$ cat src/rtl/seven_segment_scanner.sv
// Time-multiplexed 7-segment scanner: double-buffered hex display with optional
// leading-zero blanking and per-slot dead time against ghosting.
module seven_segment_scanner #(
   parameter int clk_mhz          = 50,
   parameter int w_digit          = 8,
   parameter int cycles_per_digit = 50000,
   parameter int blank_cycles     = 2
) (
   input  logic                   clk,
   input  logic                   rst,
   input  logic [4*w_digit-1:0]   number,
   input  logic [w_digit-1:0]     dots,
   input  logic                   blank_lz,
   input  logic                   load,
   output logic [7:0]             abcdefgh,
   output logic [w_digit-1:0]     digit,
   output logic                   frame_done
);

   localparam int TW = $clog2(cycles_per_digit);
   localparam int IW = (w_digit > 1) ? $clog2(w_digit) : 1;
   localparam logic [TW-1:0] TICK_LAST  = TW'(cycles_per_digit - 1);
   localparam logic [IW-1:0] INDEX_LAST = IW'(w_digit - 1);

   if (clk_mhz < 1 || w_digit < 1 || cycles_per_digit < 2 ||
       blank_cycles < 0 || blank_cycles >= cycles_per_digit) begin : g_param_check
      $error("seven_segment_scanner: illegal parameter combination");
   end

   logic [TW-1:0]          tick_q,  tick_d;
   logic [IW-1:0]          index_q, index_d;
   logic [4*w_digit-1:0]   pend_num_q, act_num_q;
   logic [w_digit-1:0]     pend_dots_q, act_dots_q;
   logic                   pend_blz_q, act_blz_q;
   logic [7:0]             seg_q, seg_d;
   logic [w_digit-1:0]     digit_q, digit_d;
   logic                   frame_done_q;

   logic                   tick_wrap;
   logic                   frame_end;
   logic                   in_dead;
   logic [3:0]             cur_nib;
   logic                   cur_dot;
   logic                   cur_blank;
   logic                   zero_run;

   function automatic logic [6:0] hex_to_seg(input logic [3:0] nib);
      logic [6:0] s;
      case (nib)
         4'h0: s = 7'b1111110;
         4'h1: s = 7'b0110000;
         4'h2: s = 7'b1101101;
         4'h3: s = 7'b1111001;
         4'h4: s = 7'b0110011;
         4'h5: s = 7'b1011011;
         4'h6: s = 7'b1011111;
         4'h7: s = 7'b1110000;
         4'h8: s = 7'b1111111;
         4'h9: s = 7'b1111011;
         4'hA: s = 7'b1110111;
         4'hB: s = 7'b0011111;
         4'hC: s = 7'b1001110;
         4'hD: s = 7'b0111101;
         4'hE: s = 7'b1001111;
         default: s = 7'b1000111;
      endcase
      return s;
   endfunction

   if (blank_cycles == 0) begin : g_no_dead
      assign in_dead = 1'b0;
   end else begin : g_dead
      assign in_dead = (tick_q < TW'(blank_cycles));
   end

   assign tick_wrap = (tick_q == TICK_LAST);
   assign frame_end = tick_wrap && (index_q == INDEX_LAST);

   always_comb begin
      tick_d  = tick_wrap ? '0 : tick_q + TW'(1);
      index_d = index_q;
      if (tick_wrap) begin
         index_d = (index_q == INDEX_LAST) ? '0 : index_q + IW'(1);
      end
   end

   // Walk from the top digit down: zero_run stays set while every nibble seen so far is zero.
   always_comb begin
      cur_nib   = 4'd0;
      cur_dot   = 1'b0;
      cur_blank = 1'b0;
      zero_run  = act_blz_q;
      digit_d   = '0;
      for (int i = w_digit - 1; i >= 0; i--) begin
         zero_run = zero_run && (act_num_q[4*i +: 4] == 4'd0);
         if (index_q == IW'(i)) begin
            cur_nib    = act_num_q[4*i +: 4];
            cur_dot    = act_dots_q[i];
            cur_blank  = zero_run && (i != 0);
            digit_d[i] = !in_dead;
         end
      end
      seg_d = {(cur_blank ? 7'd0 : hex_to_seg(cur_nib)), cur_dot};
   end

   always_ff @(posedge clk or negedge rst) begin
      if (!rst) begin
         tick_q       <= '0;
         index_q      <= '0;
         pend_num_q   <= '0;
         pend_dots_q  <= '0;
         pend_blz_q   <= 1'b0;
         act_num_q    <= '0;
         act_dots_q   <= '0;
         act_blz_q    <= 1'b0;
         seg_q        <= '0;
         digit_q      <= '0;
         frame_done_q <= 1'b0;
      end else begin
         tick_q  <= tick_d;
         index_q <= index_d;
         if (load) begin
            pend_num_q  <= number;
            pend_dots_q <= dots;
            pend_blz_q  <= blank_lz;
         end
         // A load coinciding with the frame boundary bypasses the pending buffer.
         if (frame_end) begin
            act_num_q  <= load ? number   : pend_num_q;
            act_dots_q <= load ? dots     : pend_dots_q;
            act_blz_q  <= load ? blank_lz : pend_blz_q;
         end
         seg_q        <= seg_d;
         digit_q      <= digit_d;
         frame_done_q <= frame_end;
      end
   end

   assign abcdefgh   = seg_q;
   assign digit      = digit_q;
   assign frame_done = frame_done_q;

endmodule

$ cat config.mk
export PLATFORM = sky130hd
export DESIGN_NAME = seven_segment_scanner
export DESIGN_NICKNAME = d
export VERILOG_FILES = /design/src/rtl/seven_segment_scanner.sv
export SDC_FILE = /design/constraint.sdc
export NUM_CORES = 1
export LEC_CHECK = 0
export ABC_AREA = 1
export CORE_UTILIZATION = 55
export DETAILED_ROUTE_END_ITERATION = 10
export PLACE_DENSITY_LB_ADDON = 0.1
export RECOVER_POWER = 50
export SLEW_MARGIN = 25
export SYNTH_ARGS = -nofsm -noshare
export SYNTH_HDL_FRONTEND = slang
export SYNTH_SLANG_ARGS = --single-unit
$ cat constraint.sdc
create_clock -name clk -period 3.96 [get_ports clk]
set_input_delay 0.792 -clock clk [delete_from_list [all_inputs] [get_ports clk]]
set_output_delay 0.792 -clock clk [all_outputs]
set_load 0.005 [all_outputs]
==> summary.md, run 1 <==
| Metric | Value |
|---|---|
| Status | finished, final reports clean |
| Final setup fails | 0 |
| Maximum VDD drop | about 300 µV |
| IO Count | 61 |
| Sequential power share | 0.444 |
| Layout cells sized above 1 | 0.05913 |
| Post-CTS Setup Bufs | 0 |
| Ant diodes | 0 |
| Die Area | between 10000 and 15000 µm² |
| Leakage power | 3.471 nW |
| First-pass GRT wire length | around 22000 µm |
| Final Net Count | 822 |
| DP HPWL | about 8900 µm |
| NetSw | around 0.6 mW |
| Area contributors post-synth | dfrtp_1 53%, nand2_1 20%, inv_1 5.6% |
| WP buf/inv | 2 |
| Gates resized, CTS repair | 0 |
| Worst Min Path Start | tick_q[0] |
| Period utilization | 0.6808 |
| Initial antenna violation count | 0 |
| Setup TNS | 0 ns |
| RSZ-0062 raised after global routing | false |
| Die W | a little over 100 µm |
| Placed Area | around 6300 µm² |
| Tot Pwr | 2.823 mW |
| Grt total ovfl | 0 |
| Port Buffers | 60 |
| GRT Total Usage | 0.2761 |
| Area of the multi-input gates | ~2200 µm² |
| Sequential-to-total area share from yosys stat | 0.5327 |
| Drc violations | 0 |
| Die H | between 100 and 150 µm |
| Worst-path clk slew | ~0.050 ns |
| First-pass iteration count of the detailed router | 6 |
| CP arrival | about 3.1 ns |
| Synth top area share | 0.5327 |
| Final hold slack | 0.4603 ns |
| CTS buffer count | 17 |
| Post-synth top area cell | dfrtp_1 |
| Row count | 36 |
| CP peak stage delay | roughly 1.2 ns |
| Total number of vias | about 4700 |
| Critical Path Most Common Cell | clkbuf_2 |
| Clock sinks | ~120 |
| Vias per inst | 5.143 |
| Max Clock Skew | about 0.011 ns |
| Distinct cells, synth | 26 |
| CTS tree | yes |
| Final Util | 0.6957 |
| Root buf cell | clkbuf_8 |
| PD cells | between 400 and 500 nW/µm² |
| Vias in the first global route | ~4600 |
| CTS max path bufs | 2 |
| Core area | slightly below 10000 µm² |
| Crit path max-delay family | buffers and inverters |
| Synth-to-Final Area Change | 22.69% |
| Worst path slowest cell | clkbuf_2 |
| Pint | about 2.2 mW |
| Placed cells | between 800 and 900 |
| Syn_nets | ~760 |
| Post-DRT Antenna Nets | 0 |
| Max-slew violations | 0 |
| Mapped Area | 5543 µm² |
| Fin area | around 7000 µm² |
| Clock latency on the worst-skew pair | between 0.5 and 0.6 ns |
| Net Sw Frac | 0.2133 |
| Synth Warn # | 0 |
| Final WL | between 10000 and 15000 µm |
| Clock share of power | 0.510 |
| Setup crit end kind | asynchronous set/reset pin |
| CTS H-tree depth | 4 |
| # Max-Cap Violations | 0 |
| Syn_area_per_cell | 7.896 µm² |
| Slew headroom | 0.02323 |
| DRT iter0 DRCs | 191 |
| Comb pwr share | 0.046 |
| Cell count after synthesis | approximately 700 |
| Filler cells | 814 |
| Worst Setup SP | rst |
| Critical path type | in2async |
| Worst Path Required | 4.36 ns |
| Routed len/inst | around 14 µm |
| Most common cell after layout, fill and taps aside | nand2_1 |
| Largest net degree at the start of global routing | about 60 |
| Minimum clock period | roughly 2.7 ns |
| Effective utilization at floorplan | 0.5671 |
| Gpl congestion | between 0.9 and 1 |
| Hold Path Class | reg2reg |
| Worst slew pin tran | about 1.5 ns |
| Most frequent cells in the layout | 292 x nand2_1, 118 x dfrtp_1, 83 x inv_1 |
| Final number of hold-violating endpoints | 0 |
| Fmax achieved | roughly 0.37 GHz |
| Worst path cell trace | clkbuf_2, clkbuf_2 |
| Worst slack at placement | roughly 1.4 ns |
| Synth Register Bits | roughly 120 |
| Fin cells | around 910 |
| FF/Latch Area | 2953 µm² |
| Hold_buf cts | 0 |
| Worst Setup Start Kind | input pin |
| Worst Path Max Fanout | 60 |
| Final WS setup | ~1.3 ns |
| R2R Path Start | index_q[0] |
## cells in the mapped netlist (all sizes together)
cell    instances
nand2         294
dfrtp         118
inv            86
o21ai          46
nor2           38
nand3          30
a21oi          18
ha             13
buf            11
clkbuf         10
nor4           10
nor3            9
nand4           6
xor2            5
o211ai          3
nand3b          2
a31oi           1
and3            1
o221ai          1
## power by group through the flow
stage | Clock [mW] | Sequential, mW | Combinational (mW)
6_report | 1.44 | 1.25 | 0.129
5_1_grt | 1.52 | 1.26 | 0.149
4_1_cts | 1.47 | 1.25 | 0.136
3_5_place_dp | 0 | 1.27 | 0.134
3_3_place_gp | 0 | 1.27 | 0.131
2_1_floorplan | 0 | 1.27 | 0.0499
## cells by family after synthesis
group                    count (synthesis)  synth area share
flip-flops                             118            0.5327
adder cells (fa/ha/maj)                 13           0.02935
buffers and inverters                  107           0.07720
AND/OR/NAND/NOR                        390            0.2869
XOR/XNOR                                 5          0.007900
AO/OA/AOI/OAI                           69           0.06592
## per-layer routing
layer	up-vias	part of all wire	routed length, µm	global-route usage
met4	0	0.026	329	0.1319
met2	137	0.48	6072	0.4373
li1	2309	-	-	-
met5	-	0	0	0
met3	28	0.048	617	0.08071
met1	2211	0.45	5756	0.3494
## final timing paths
| check | endpoint | cells past startpoint | slack [ns] |
|---|---|---|---|
| max | pend_dots_q[5] | 2 | 1.26 |
| min | tick_q[0] | 1 | 0.46 |
| max reg2reg | abcdefgh[4] | 18 | 1.30 |
| min reg2reg | tick_q[0] | 1 | 0.46 |
| max in group clk | abcdefgh[4] | 18 | 1.30 |
| min in group asynchronous | pend_num_q[3] | 1 | 0.61 |
## sequential cells by signal, indices dropped and copies added, names as in the netlist
register / count
tick_q: 16
digit: 8
pend_blz_q: 1
act_num_q: 32
pend_num_q: 32
abcdefgh: 8
pend_dots_q: 8
index_q: 3
act_blz_q: 1
frame_done: 1
act_dots_q: 8
## final cells by class
type | instances | area share
clock inverters | 9 | 0.01067
clock buffers | 23 | 0.07305
flip-flops and latches | 118 | 0.4342
repair buffers | 65 | 0.09218
well taps | 133 | 0.02447
multi-input cells | 477 | 0.3179
inverters | 86 | 0.04747
Note: power is estimated with default switching activity, not from simulation.
==> run 2: changes to the inputs <==
--- a/config.mk
+++ b/config.mk
@@ -6,7 +6,7 @@
 export NUM_CORES = 1
 export LEC_CHECK = 0
 export ABC_AREA = 1
-export CORE_UTILIZATION = 55
+export CORE_UTILIZATION = 51
 export DETAILED_ROUTE_END_ITERATION = 10
 export PLACE_DENSITY_LB_ADDON = 0.1
 export RECOVER_POWER = 50
==> constraint.sdc (replaced) <==
create_clock -name clk -period 2.24 [get_ports clk]
set_input_delay 0.448 -clock clk [delete_from_list [all_inputs] [get_ports clk]]
set_output_delay 0.448 -clock clk [all_outputs]
set_load 0.005 [all_outputs]
==> run 2 against run 1 <==
  * The run now ends with max-capacitance violations, max-slew violations, negative setup slack left
  * Core utilization rose by 2.8 points
  * Cell count rose by 4.6%
  * Non-clock buffer count rose by 39
  * Hold slack got worse by 0.029 ns
  * Largest power group unchanged
  * Via count rose by 3.1%
  * Worst setup slack got worse by 1.3 ns
  * Combinational power rose by 75%
  * Sequential power rose by 78%
==> summary.md, run 2 (synthesized netlist as in run 1, its figures left out) <==
| Metric | Value |
|---|---|
| Effective utilization at floorplan | 0.5321 (was 0.5671) |
| R2r setup slk | -0.03 ns (was 1.30 ns) |
| Die Area | 11290 µm² (was 10480 µm²) |
| Final number of hold-violating endpoints | 0 (unchanged) |
| First-pass GRT wire length | 22000 µm (was 21520 µm) |
| Core area | 10420 µm² (was 9774 µm²) |
| Status | finished, violations left (was finished, final reports clean) |
| Most frequent cells in the layout | 276 x nand2_1, 116 x dfrtp_1, 73 x inv_1 (was 292 x nand2_1, 118 x dfrtp_1, 83 x inv_1) |
| Leakage power | 3.771 nW (was 3.471 nW) |
| Final setup fails | 1 (was 0) |
| Failing checks | max-capacitance violations, max-slew violations, negative setup slack |
| Minimum clock period | between 2 and 2.5 ns |
| CP arrival | 2.67 ns (was 3.09 ns) |
| Sequential power share | 0.389 (was 0.444) |
| Worst Path Max Fanout | 5 (was 60) |
| RSZ-0062 raised after global routing | true (was false) |
| Row count | 37 (was 36) |
| Routed len/inst | 14.52 µm (was 14.02 µm) |
| Hold Path Class | in2async (was reg2reg) |
| CTS max path bufs | 2 (unchanged) |
| Worst path slowest cell | dfrtp_2 (was clkbuf_2) |
| Slew headroom | -0.04548 (was 0.02323) |
| First-pass iteration count of the detailed router | 4 (was 6) |
| Worst Setup Start Kind | register (was input pin) |
| IO Count | 61 (unchanged) |
| NetSw | 1.126 mW (was 0.6022 mW) |
| Vias per inst | 5.067 (was 5.143) |
| Layout cells sized above 1 | 0.1701 (was 0.05913) |
| # Max-Cap Violations | 1 (was 0) |
| CTS tree | yes (unchanged) |
| Crit path max-delay family | simple AND/OR/NAND/NOR gates (was buffers and inverters) |
| GRT Total Usage | 0.2509 (was 0.2761) |
| Biggest regs | act_num_q (32), pend_num_q (32), tick_q (16) (unchanged) |
| Crit. path cell count | 17 (was 2) |
| DRT iter0 DRCs | 245 (was 191) |
| Clock share of power | 0.571 (was 0.510) |
| CTS buffer count | 17 (unchanged) |
| Initial antenna violation count | 0 (unchanged) |
| Port Buffers | 60 (unchanged) |
| Grt total ovfl | 0 (unchanged) |
| PD cells | 755.0 nW/µm² (was 415.1 nW/µm²) |
| Pint | 4.564 mW (was 2.221 mW) |
| Clock latency on the worst-skew pair | 0.52 ns (was 0.53 ns) |
| Final WL | 13840 µm (was 12780 µm) |
| Die W | 106.3 µm (was 102.4 µm) |
| CTS H-tree depth | 4 (unchanged) |
| WP buf/inv | 4 (was 2) |
| Max-slew violations | 119 (was 0) |
| Synth-to-Final Area Change | 35.96% (was 22.69%) |
| Post-DRT Antenna Nets | 0 (unchanged) |
| Ant diodes | 0 (unchanged) |
| Setup TNS | -0.02586 ns (was 0 ns) |
| Most common cell after layout, fill and taps aside | nand2_1 (unchanged) |
| Largest net degree at the start of global routing | 119 (was 61) |
| Drc violations | 0 (unchanged) |
| Fmax achieved | about 0.44 GHz |
| Total number of vias | 4829 (was 4685) |
| Worst slack at placement | -0.05039 ns (was 1.358 ns) |
| Max Clock Skew | 0.01044 ns (was 0.01100 ns) |
| Fin area | 7536 µm² (was 6800 µm²) |
| Final WS setup | -0.02586 ns (was 1.264 ns) |
| End of the worst register-to-register path | abcdefgh[6] (was abcdefgh[4]) |
| Root buf cell | clkbuf_8 (unchanged) |
| Maximum VDD drop | 541.4 µV (was 298.9 µV) |
| R2R Path Start | index_q[0] (unchanged) |
| Setup crit end kind | register (was asynchronous set/reset pin) |
| Hold_buf cts | 0 (unchanged) |
| Critical path type | reg2reg (was in2async) |
| Final Net Count | 861 (was 822) |
| Worst Path Required | 2.64 ns (was 4.36 ns) |
| Worst path cell trace | inv_4, ha_4, buf_4, nand3_2, nand3_2, nand2_1, nand2_1, nand2_1, nand2_1, nand2_2, a21oi_2, buf_6, ha_4, inv_2, nand2_2, nand2_1, a21oi_2 (was clkbuf_2, clkbuf_2) |
| Clock sinks | 118 (unchanged) |
| Worst slew pin tran | 1.568 ns (was 1.465 ns) |
| CP peak stage delay | 0.46 ns (was 1.22 ns) |
| Critical Path Most Common Cell | nand2_1 (was clkbuf_2) |
| Placed Area | 6514 µm² (was 6252 µm²) |
| Die H | 106.3 µm (was 102.4 µm) |
| Period utilization | 1.012 |
| Gpl congestion | 0.9215 (was 0.9303) |
| Vias in the first global route | 4840 (was 4648) |
| Worst-path clk slew | 0.06 ns (was 0.05 ns) |
| Net Sw Frac | 0.1979 (was 0.2133) |
| DP HPWL | 9130 µm (was 8921 µm) |
| Comb pwr share | 0.040 (was 0.046) |
| Reg2reg path depth | 17 (was 18) |
run 2: how the worst max path moves through the flow:
stage	from	to	slack, ns
after global routing	index_q[1]	abcdefgh[6]	-0.08
after global placement	index_q[0]	abcdefgh[4]	0.03
after floorplan	index_q[0]	abcdefgh[4]	0.04
after CTS	index_q[1]	abcdefgh[6]	-0.01
after detailed placement	index_q[1]	abcdefgh[4]	-0.05
final	index_q[0]	abcdefgh[6]	-0.03
run 2: cell type report:
cell class / instances / area (µm²)
sequential: 118 / 2955
fill: 786 / 2880
tap: 136 / 170.2
clock buffer: 21 / 469.2
timing repair buffer: 104 / 970.9
inverter: 86 / 327.8
clock inverter: 11 / 242.7
multi-input combinational: 477 / 2400
run 2: power by group through the flow:
stage                     sequential (mW)  combinational [mW]  clock (mW)
after CTS                            2.22               0.239        3.27
after floorplan                      2.25              0.0882           0
final                                2.22               0.226        3.25
after global routing                 2.22               0.260        3.36
after global placement               2.25               0.231           0
after detailed placement             2.25               0.238           0
run 2: metrics by stage:
step           hold WS [ns]    util  instances  total power, mW
5_1_grt              0.4803  0.7235        953            5.839
4_1_cts             0.04078  0.6959        945            5.728
3_5_place_dp         0.4576  0.6253        913            2.491
2_1_floorplan        0.1524       -        702            2.336
6_report             0.4312  0.7235        953            5.690
3_3_place_gp         0.4396  0.6253        913            2.481
run 2: per-layer routing:
metal / GRT usage / wire (µm) / vias to the layer above
li1: - / - / 2394
met1: 0.3154 / 6154 / 2291
met2: 0.4174 / 6782 / 110
met3: 0.05886 / 502 / 34
met4: 0.1012 / 403 / 0
met5: 0 / 0 / -
run 2: timing repair:
action	4_1_cts	5_1_grt
resized for setup	13	66
pin swaps	0	26
endpoints found under the setup margin	6	25
gates cloned	0	1
setup buffers	0	7
==> run 3: changes to the inputs <==
--- a/config.mk
+++ b/config.mk
@@ -6,7 +6,8 @@
 export NUM_CORES = 1
 export LEC_CHECK = 0
 export ABC_AREA = 1
-export CORE_UTILIZATION = 51
+export CAP_MARGIN = 15
+export CORE_UTILIZATION = 33
 export DETAILED_ROUTE_END_ITERATION = 10
 export PLACE_DENSITY_LB_ADDON = 0.1
 export RECOVER_POWER = 50
==> run 3 against run 2 <==
  * The flow finishes with violations (max-capacitance violations, max-slew violations)
  * Global-route usage fell by 7.5 points
  * Total power fell by 15%
  * Worst setup slack improved by 0.059 ns
  * Sequential power barely moved
  * First-iteration DRC count fell by 6.9%
  * Via count fell by 2.6%
  * Largest power group unchanged
==> summary.md, run 3 (synthesized netlist as in run 1, its figures left out) <==
| Metric | Value |
|---|---|
| Worst-path clk slew | 0.05 ns (was 0.06 ns) |
| Final WL | 14230 µm (was 13840 µm) |
| Worst Path Max Fanout | 4 (was 5) |
| Comb pwr share | 0.046 (was 0.040) |
| Routed len/inst | 13.78 µm (was 14.52 µm) |
| Pint | 3.841 mW (was 4.564 mW) |
| Final Util | 0.4578 (was 0.7235) |
| Initial antenna violation count | 0 (unchanged) |
| Layout cells sized above 1 | 0.1784 (was 0.1701) |
| Hold Path Class | reg2reg (was in2async) |
| RSZ-0062 raised after global routing | true (unchanged) |
| Ant diodes | 0 (unchanged) |
| Clock sinks | 118 (unchanged) |
| Final setup fails | 0 (was 1) |
| Setup crit end kind | register (unchanged) |
| First-pass GRT wire length | 23970 µm (was 22000 µm) |
| Gpl congestion | 0.8409 (was 0.9215) |
| PD cells | 645.1 nW/µm² (was 755.0 nW/µm²) |
| Placed Area | 6641 µm² (was 6514 µm²) |
| Worst Setup Start Kind | register (unchanged) |
| Minimum clock period | 2.207 ns (was 2.266 ns) |
| Max Clock Skew | 0.009224 ns (was 0.01044 ns) |
| Biggest regs | act_num_q (32), pend_num_q (32), tick_q (16) (unchanged) |
| Most common cell after layout, fill and taps aside | nand2_1 (unchanged) |
| Grt total ovfl | 0 (unchanged) |
| Max-slew violations | 119 (unchanged) |
| Die H | 131.6 µm (was 106.3 µm) |
| Die Area | 17320 µm² (was 11290 µm²) |
| IO Count | 61 (unchanged) |
| Clock share of power | 0.497 (was 0.571) |
| Vias in the first global route | 4743 (was 4840) |
| Failing checks | max-capacitance violations, max-slew violations (was max-capacitance violations, max-slew violations, negative setup slack) |
| Slew headroom | -0.05853 (was -0.04548) |
| DRT iter0 DRCs | 228 (was 245) |
| # Max-Cap Violations | 1 (unchanged) |
| Largest net degree at the start of global routing | 119 (unchanged) |
| CTS max path bufs | 2 (unchanged) |
| Most frequent cells in the layout | 266 x nand2_1, 115 x dfrtp_1, 73 x inv_1 (was 276 x nand2_1, 116 x dfrtp_1, 73 x inv_1) |
| First-pass iteration count of the detailed router | 4 (unchanged) |
| Row count | 47 (was 37) |
| Vias per inst | 4.555 (was 5.067) |
| CP arrival | 2.50 ns (was 2.67 ns) |
| Synth-to-Final Area Change | 36.00% (was 35.96%) |
| Total number of vias | 4705 (was 4829) |
| Hold_buf cts | 0 (unchanged) |
| CTS H-tree depth | 4 (unchanged) |
| R2r setup slk | 0.03 ns (was -0.03 ns) |
| Port Buffers | 60 (unchanged) |
| Final number of hold-violating endpoints | 0 (unchanged) |
| Leakage power | 3.717 nW (was 3.771 nW) |
| DP HPWL | 9998 µm (was 9130 µm) |
| GRT Total Usage | 0.1763 (was 0.2509) |
| Sequential power share | 0.456 (was 0.389) |
| Post-DRT Antenna Nets | 0 (unchanged) |
| Filler cells | 1632 (was 786) |
| Status | finished, violations left (unchanged) |
| CTS buffer count | 17 (unchanged) |
| Maximum VDD drop | 474.4 µV (was 541.4 µV) |
| CTS tree | yes (unchanged) |
| Fin area | 7538 µm² (was 7536 µm²) |
| Fmax achieved | 0.4531 GHz (was 0.4413 GHz) |
| Die W | 131.6 µm (was 106.3 µm) |
| Final Net Count | 861 (unchanged) |
| Net Sw Frac | 0.2101 (was 0.1979) |
| Drc violations | 0 (unchanged) |
| Effective utilization at floorplan | 0.3366 (was 0.5321) |
| Worst Path Required | 2.53 ns (was 2.64 ns) |
| Tot Pwr | 4.863 mW (was 5.690 mW) |
| NetSw | 1.022 mW (was 1.126 mW) |
| Root buf cell | clkbuf_16 (was clkbuf_8) |
| Critical path type | reg2reg (unchanged) |
| Clock latency on the worst-skew pair | 0.41 ns (was 0.52 ns) |
| Period utilization | 0.9852 (was 1.012) |
| Core area | 16470 µm² (was 10420 µm²) |
| Worst slew pin tran | 1.588 ns (was 1.568 ns) |
==> run 3: cell types whose count changed in the layout (fill, tap and decap cells not counted), moves of 3 or more <==
| cell | before | now |
|---|---|---|
| o21ai_2 | 4 | 1 |
| buf_6 | 4 | 7 |
| nand2_1 | 276 | 266 |
| clkbuf_1 | 0 | 3 |
| clkinv_2 | 0 | 5 |
| clkbuf_8 | 5 | 2 |
| buf_4 | 36 | 33 |
| inv_4 | 2 | 5 |
| bufinv_16 | 7 | 1 |
| inv_2 | 11 | 8 |
| nand2_2 | 15 | 22 |
| nand2_4 | 3 | 6 |
==> run 3: what timing repair did <==
item,in CTS,in global routing
pin swaps,1,30
setup buffers,1,4
setup endpoints to repair,7,7
resized for setup,16,87
==> run 3: worst max-delay path, stage by stage (launching register included) <==
cell and delay, ns:
dfrtp_2 0.47, inv_4 0.11, ha_4 0.17, buf_6 0.10, nand3_2 0.07, nand3_2 0.07, nand2_1 0.05, nand2_1 0.07
nand2_1 0.06, nand2_1 0.08, nand2_2 0.08, a21oi_4 0.19, buf_6 0.16, ha_4 0.13, inv_2 0.04, nor3_2 0.17
a21oi_1 0.06
==> run 3: final timing paths <==
path | end | cells past startpoint | start
worst max-delay path | abcdefgh[1] | 16 | index_q[0]
worst min-delay path | tick_q[0] | 1 | tick_q[0]
worst max register to register | abcdefgh[1] | 16 | index_q[0]
worst min register to register | tick_q[0] | 1 | tick_q[0]
max in group asynchronous | index_q[2] | 2 | rst
min in group asynchronous | pend_num_q[3] | 2 | rst
==> run 3: metal layers <==
metal | track usage | vias to the layer above | routed length [µm]
met2 | 0.2831 | 84 | 6880
met5 | 0 | - | 0
met1 | 0.2318 | 2224 | 6749
li1 | - | 2384 | -
met3 | 0.03588 | 13 | 435
met4 | 0.07171 | 0 | 169
==> run 3: power by group through the flow <==
stage	sequential, mW	clock [mW]	combinational [mW]
floorplan	2.25	0	0.0882
global placement	2.25	0	0.234
detailed placement	2.25	0	0.238
CTS	2.22	2.49	0.239
global route	2.22	2.59	0.261
finish	2.22	2.42	0.226
==> run 3: area by class of cell <==
| cell class | instances | area (µm²) | share of cell area |
|---|---|---|---|
| flip-flops and latches | 118 | 2957 | 0.3922 |
| multi-input cells | 477 | 2475 | 0.3283 |
| repair buffers | 104 | 977.2 | 0.1296 |
| clock buffers | 22 | 464.2 | 0.06158 |
| inverters | 86 | 335.3 | 0.04448 |
| well taps | 220 | 275.3 | 0.03651 |
| clock inverters | 6 | 55.05 | 0.007303 |
==> run 3: metrics by stage <==
stage | setup WS [ns] | cells | TNS [ns] | hold slack [ns]
2_1_floorplan | 0.03720 | 702 | 0 | 0.1524
3_3_place_gp | -0.04947 | 1000 | -0.1423 | 0.4457
3_5_place_dp | -0.1200 | 1000 | -0.5849 | 0.4513
4_1_cts | 0.01925 | 1029 | 0 | 0.1486
5_1_grt | -0.1247 | 1033 | -0.6100 | 0.4774
6_report | 0.03315 | 1033 | 0 | 0.4544
